--- config.mk ---
export PLATFORM = sky130hd
export DESIGN_NAME = parity_scan_engine
export DESIGN_NICKNAME = d
export VERILOG_FILES = /design/src/rtl/parity_scan_pkg.sv /design/src/rtl/parity_scan_engine_parity_check.sv /design/src/rtl/parity_scan_engine.sv
export SDC_FILE = /design/constraint.sdc
export NUM_CORES = 1
export LEC_CHECK = 0
export BUFFER_PORTS_ARGS = -buffer_cell sky130_fd_sc_hd__buf_4
export CAP_MARGIN = 20
export CORE_UTILIZATION = 55
export CTS_BUF_LIST = sky130_fd_sc_hd__clkbuf_4
export DETAILED_ROUTE_END_ITERATION = 7
export PLACE_DENSITY = 0.89
export REMOVE_ABC_BUFFERS = 1
export SYNTH_ARGS = -nofsm -noshare
export SYNTH_HDL_FRONTEND = slang
export SYNTH_SLANG_ARGS = --single-unit
--- constraint.sdc ---
create_clock -name clk -period 4.1 [get_ports clk]
set_input_delay 0.82 -clock clk [delete_from_list [all_inputs] [get_ports clk]]
set_output_delay 0.82 -clock clk [all_outputs]
set_load 0.05 [all_outputs]
--- src/rtl/parity_scan_pkg.sv ---
// Shared types and defaults for the parity scan engine.
// FSM state encoding plus default geometry.
package parity_scan_pkg;

  localparam int DATA_W_DEF = 8;
  localparam int DEPTH_DEF  = 16;

  typedef enum logic [1:0] {
    IDLE,
    SCAN,
    DRAIN,
    DONE
  } state_e;

endpackage

--- src/rtl/parity_scan_engine_parity_check.sv ---
// Combinational even-parity compare of one data word.
// ok is high when data plus parity bit has even weight.
module parity_check
  import parity_scan_pkg::*;
#(
  parameter int DATA_W = DATA_W_DEF
) (
  input  logic [DATA_W-1:0] data,
  input  logic              par,
  output logic              ok
);

  assign ok = ~((^data) ^ par);

endmodule

--- src/rtl/parity_scan_engine.sv ---
// Sequential parity scan over an external memory.
// Optional PARITY_SCAN_ERR_CAPTURE_EN adds first_err_addr.
module parity_scan_engine
  import parity_scan_pkg::*;
#(
  parameter int DATA_W = DATA_W_DEF,
  parameter int DEPTH  = DEPTH_DEF,
  parameter int ADDR_W = $clog2(DEPTH)
) (
  input  logic              clk,
  input  logic              reset,
  input  logic              start,
  input  logic              abort,
  output logic              mem_rd,
  output logic [ADDR_W-1:0] mem_addr,
  input  logic [DATA_W-1:0] mem_data,
  input  logic              mem_par,
  output logic              chk_valid,
  output logic              match,
  output logic              busy,
  output logic              done,
  output logic [ADDR_W:0]   err_cnt,
  output logic              err_sticky
`ifdef PARITY_SCAN_ERR_CAPTURE_EN
  ,
  output logic [ADDR_W-1:0] first_err_addr
`endif
);

  localparam logic [ADDR_W-1:0] LAST    = ADDR_W'(DEPTH - 1);
  localparam logic [ADDR_W-1:0] A_ONE   = ADDR_W'(1);
  localparam logic [ADDR_W:0]   CNT_ONE = (ADDR_W + 1)'(1);

  state_e              state_q, state_d;
  logic [ADDR_W-1:0]   addr_q, addr_d;
  logic                chk_valid_q, chk_valid_d;
  logic [ADDR_W:0]     err_cnt_q, err_cnt_d;
  logic                err_sticky_q, err_sticky_d;
  logic                par_ok;
  logic                go;
  logic                mis;

  parity_check #(
    .DATA_W(DATA_W)
  ) u_parity_check (
    .data(mem_data),
    .par (mem_par),
    .ok  (par_ok)
  );

  // abort wins over start; a pass only launches from IDLE
  assign go  = (state_q == IDLE) & start & ~abort;
  assign mis = chk_valid_q & ~par_ok;

  // next state, address stepping and read strobe
  always_comb begin
    state_d = state_q;
    addr_d  = addr_q;
    mem_rd  = 1'b0;
    unique case (state_q)
      IDLE: begin
        if (go) begin
          state_d = SCAN;
          addr_d  = '0;
        end
      end
      SCAN: begin
        if (abort) begin
          state_d = IDLE;
          addr_d  = '0;
        end else begin
          mem_rd = 1'b1;
          if (addr_q == LAST) begin
            state_d = DRAIN;
          end else begin
            addr_d = addr_q + A_ONE;
          end
        end
      end
      DRAIN: begin
        if (abort) begin
          state_d = IDLE;
          addr_d  = '0;
        end else begin
          state_d = DONE;
        end
      end
      DONE: begin
        state_d = IDLE;
        addr_d  = '0;
      end
      default: begin
        state_d = IDLE;
        addr_d  = '0;
      end
    endcase
    chk_valid_d = mem_rd;
  end

  // mismatch counter and sticky flag, cleared by an accepted start
  always_comb begin
    err_cnt_d    = err_cnt_q;
    err_sticky_d = err_sticky_q;
    if (go) begin
      err_cnt_d    = '0;
      err_sticky_d = 1'b0;
    end else if (mis) begin
      err_cnt_d    = err_cnt_q + CNT_ONE;
      err_sticky_d = 1'b1;
    end
  end

  // state and pass registers
  always_ff @(posedge clk or negedge reset) begin
    if (!reset) begin
      state_q      <= IDLE;
      addr_q       <= '0;
      chk_valid_q  <= 1'b0;
      err_cnt_q    <= '0;
      err_sticky_q <= 1'b0;
    end else begin
      state_q      <= state_d;
      addr_q       <= addr_d;
      chk_valid_q  <= chk_valid_d;
      err_cnt_q    <= err_cnt_d;
      err_sticky_q <= err_sticky_d;
    end
  end

`ifdef PARITY_SCAN_ERR_CAPTURE_EN
  logic [ADDR_W-1:0] chk_addr_q, chk_addr_d;
  logic [ADDR_W-1:0] first_q, first_d;

  // track the address under check and latch the first bad one
  always_comb begin
    chk_addr_d = mem_rd ? addr_q : chk_addr_q;
    first_d    = first_q;
    if (go) begin
      first_d = '0;
    end else if (mis && !err_sticky_q) begin
      first_d = chk_addr_q;
    end
  end

  // capture registers
  always_ff @(posedge clk or negedge reset) begin
    if (!reset) begin
      chk_addr_q <= '0;
      first_q    <= '0;
    end else begin
      chk_addr_q <= chk_addr_d;
      first_q    <= first_d;
    end
  end

  assign first_err_addr = first_q;
`endif

  assign mem_addr   = addr_q;
  assign chk_valid  = chk_valid_q;
  assign match      = chk_valid_q & par_ok;
  assign busy       = (state_q != IDLE);
  assign done       = (state_q == DONE);
  assign err_cnt    = err_cnt_q;
  assign err_sticky = err_sticky_q;

endmodule

==> tab_implementation.tex <==
\begin{tabular}{lr}
\hline
Metric & Value \\
\hline
\multicolumn{2}{l}{\textbf{Run status}} \\
Outcome & finished clean \\
\multicolumn{2}{l}{\textbf{Floorplan}} \\
Chip Height & 41.0 um \\
Total core area & 0.00135 mm2 \\
Floorplan die width & 41.0 um \\
Initial core utilization & 0.619 \\
Count of standard-cell rows & 13 \\
Number of top-level pins & 28 \\
Total Die Area & 0.00168 mm2 \\
\multicolumn{2}{l}{\textbf{Drt}} \\
Drt via density & 5.58 \\
Via count & 726 \\
Total wire length after detailed routing & 1800 um \\
WL per Instance & 13.9 um \\
Number of nets with antenna violations after routing & 0 \\
Number of DRC violations after detailed routing & 0 \\
1st-pass router iterations & 4 \\
Violation count after the first detailed-routing iteration & 15 \\
\multicolumn{2}{l}{\textbf{Synth}} \\
Fraction of synthesized cell area taken by the top area cell type & 0.389 \\
Number of enable flip-flop cells after synthesis & 0 \\
Post-synthesis instance area & 836 um2 \\
Synth async-reset ratio & 1.00 \\
Number of different library cells in the post-synthesis netlist & 28 \\
Most repeated cell in the gate-level netlist after synthesis & dfrtp\_1 \\
Seq/Total Area, Yosys & 0.389 \\
Post-synthesis average cell area & 9.83 um2 \\
Number of warnings reported in the yosys synthesis log & 0 \\
Top cells by instance count after synthesis & dfrtp\_1 (13), nand2\_1 (12), mux2i\_1 (8), nor2\_1 (8), nand2b\_1 (6) \\
Dominant synthesized flop cell & dfrtp\_1 \\
Post-synthesis register bit count & 13 \\
Top area cells in the synthesized netlist & dfrtp\_1 (39\%), mux2i\_1 (9.6\%), nand2\_1 (5.4\%), nand2b\_1 (4.5\%), nor2\_1 (3.6\%) \\
Synthesized netlist cell count & 85 \\
Largest area contributor in the synthesized netlist & dfrtp\_1 \\
\multicolumn{2}{l}{\textbf{Global routing}} \\
Wire length of the first global-routing pass & 2620 um \\
Largest net degree at the start of global routing & 14 \\
Antenna violations before repair & 0 \\
Total global routing overflow & 0 \\
Via count of the first global-routing pass & 656 \\
Global-route total usage across every layer & 0.241 \\
\multicolumn{2}{l}{\textbf{Pwr}} \\
Clk pwr share & 0.215 \\
Fraction of power spent switching nets & 0.378 \\
Logic pwr share & 0.393 \\
Power dissipated by switching net loads & 0.000150 W \\
P\_leak & 0.571 nW \\
Internal power component & 0.000248 W \\
Highest ir drop seen on vdd & 0.000316 V \\
Proportion of power drawn by flip-flops and latches & 0.392 \\
Final total power & 0.000398 W \\
Power density over cell area & 368 mW/mm2 \\
\multicolumn{2}{l}{\textbf{Clocking}} \\
Cells resized by post-CTS repair & 0 \\
Clock root buffer & clkbuf\_4 \\
Post-CTS Hold Fix Bufs & 0 \\
Skew-Pair Late Insertion Delay & 0.27 ns \\
Clk buf depth & 2 \\
CTS tree & built \\
Clock buffer count from CTS & 3 \\
Setup Buffers After CTS & 0 \\
Clock transition time at the flip-flop clock pins of the worst setup and hold paths & 0.08 ns \\
Clock H-tree levels & 1 \\
Total number of clock tree sinks & 13 \\
\multicolumn{2}{l}{\textbf{Setup path}} \\
Largest fanout on the critical path & 5 \\
CP endpoint kind & output pin \\
End point of the critical path & match \\
Slack of the worst reg-to-reg path & 2.41 ns \\
Required time worst endpoint & 3.28 ns \\
Crit path from & mem\_data[2] \\
Critical path class & input port to output pin \\
Setup crit start kind & input port \\
Family of cells with the greatest summed delay on the critical path & XOR/XNOR gates \\
Critical path arrival & 2.07 ns \\
Buf+Inv Stages, Crit Path & 2 \\
Worst stage delay on the critical path & 0.52 ns \\
Most numerous cell on the critical path & buf\_4 \\
Reg2reg start & state\_q[1] \\
Critical Path Stages & 6 \\
Worst reg2reg endpoint & err\_cnt[2] \\
Critical-path cell list & buf\_4, xor2\_1, xnor3\_2, xnor2\_1, and2\_1, buf\_4 \\
R2R cell count & 4 \\
Worst path slowest cell & xnor3\_2 \\
\multicolumn{2}{l}{\textbf{Timing}} \\
Worst Clk Skew & 0.00205 ns \\
Number of hold violations in the final report & 0 \\
Total Neg Setup Slack & 0 ns \\
Final Max Slew Viols & 0 \\
Fmax & 346 MHz \\
Unrepaired setup endpoints after global routing & no \\
Normalized max-slew margin & 0.482 \\
Final period utilization & 0.706 \\
Slew of the pin with the lowest slew margin & 0.775 ns \\
Total of endpoints with negative setup slack in the final report & 0 \\
Clock period minus final worst setup slack & 2.89 ns \\
\multicolumn{2}{l}{\textbf{Final layout}} \\
\# fillers & 92 \\
Fraction of layout cells with a size suffix above 1 & 0.296 \\
Inserted Diodes & 0 \\
Number of nets in the layout & 131 \\
Area used by multi-input combinational logic & 505 um2 \\
Area added between synthesis and finish & 29.5\% \\
Sequential cell area in the final layout & 325 um2 \\
Finished Layout Cells & 130 \\
\multicolumn{2}{l}{\textbf{Job}} \\
Number of max-capacitance violations reported & 0 \\
\multicolumn{2}{l}{\textbf{Placed design}} \\
Half-perimeter wire length after detailed placement & 1380 um \\
\# placed instances & 126 \\
Weighted congestion at the end of routability-driven global placement & 0.705 \\
Port-buffer cells & 27 \\
\multicolumn{2}{l}{\textbf{Hold path}} \\
Classification of the worst-slack hold path & input port to asynchronous set/reset pin \\
\hline
\end{tabular}
[kinds of logic after synthesis]
group / synth area share
multiplexers: 0.112
AND/OR/NAND/NOR: 0.238
AO/OA/AOI/OAI: 0.0988
adder cells (fa/ha/maj): 0.0299
XOR/XNOR: 0.126
flip-flops: 0.389
buffers and inverters: 0.00598
[sequential cells by signal, summed over array words and instances, names as in the netlist]
register    flops
err_cnt         5
mem_addr        4
state_q         2
chk_valid       1
err_sticky      1
[stage by stage]
stage	hold slack (ns)	worst slack [ns]	instance area, um2	utilization
after floorplan	0.524	1.04	831	-
after global placement	0.478	1.22	1050	0.779
after detailed placement	0.482	1.19	1050	0.779
after CTS	0.369	1.20	1080	0.802
after global routing	0.372	1.10	1080	0.802
final	0.372	1.21	1080	0.802
[layer usage]
metal / track usage / vias up / routed length [um]
li1: - / 363 / -
met2: 0.430 / 24 / 934
met1: 0.264 / 335 / 716
met3: 0.0380 / 4 / 117
met4: 0.142 / 0 / 32
met5: 0 / - / 0
[layout make-up]
| type | instances | share of cell area |
|---|---|---|
| multi-input combinational | 71 | 0.467 |
| sequential | 13 | 0.301 |
| tap | 15 | 0.0173 |
| timing repair buffer | 27 | 0.187 |
| clock buffer | 4 | 0.0277 |
[power groups by stage]
stage | Combinational (W) | Sequential (W) | Clock (W)
floorplan | 0.0000691 | 0.000198 | 0
global placement | 0.000153 | 0.000157 | 0
detailed placement | 0.000158 | 0.000158 | 0
CTS | 0.000158 | 0.000156 | 0.0000885
global route | 0.000168 | 0.000158 | 0.0000935
finish | 0.000157 | 0.000156 | 0.0000858
[how the worst min path moves through the flow]
stage          startpoint          to  slack, ns  cells after the start
5_1_grt             reset   chk_valid       0.37                      1
6_report            reset  err_sticky       0.37                      1
2_1_floorplan       reset   chk_valid       0.52                      0
3_3_place_gp   err_sticky  err_sticky       0.48                      1
4_1_cts             reset  err_sticky       0.37                      1
3_5_place_dp   err_sticky  err_sticky       0.48                      1
[placed cells by master (no fill, tap or decap), types with 2 or more instances in the layout]
cell type  instances
nand4_1            2
clkbuf_4           4
nand2_1           12
buf_4             27
nand2b_1           6
o21ai_0            3
dfrtp_1           13
nor2b_1            2
and2_1             2
nor2_1             8
xnor2_1            3
mux2i_1            8
a21oi_1            5
nand3_1            4
ha_1               2
Note: power is estimated with default switching activity, not from simulation.
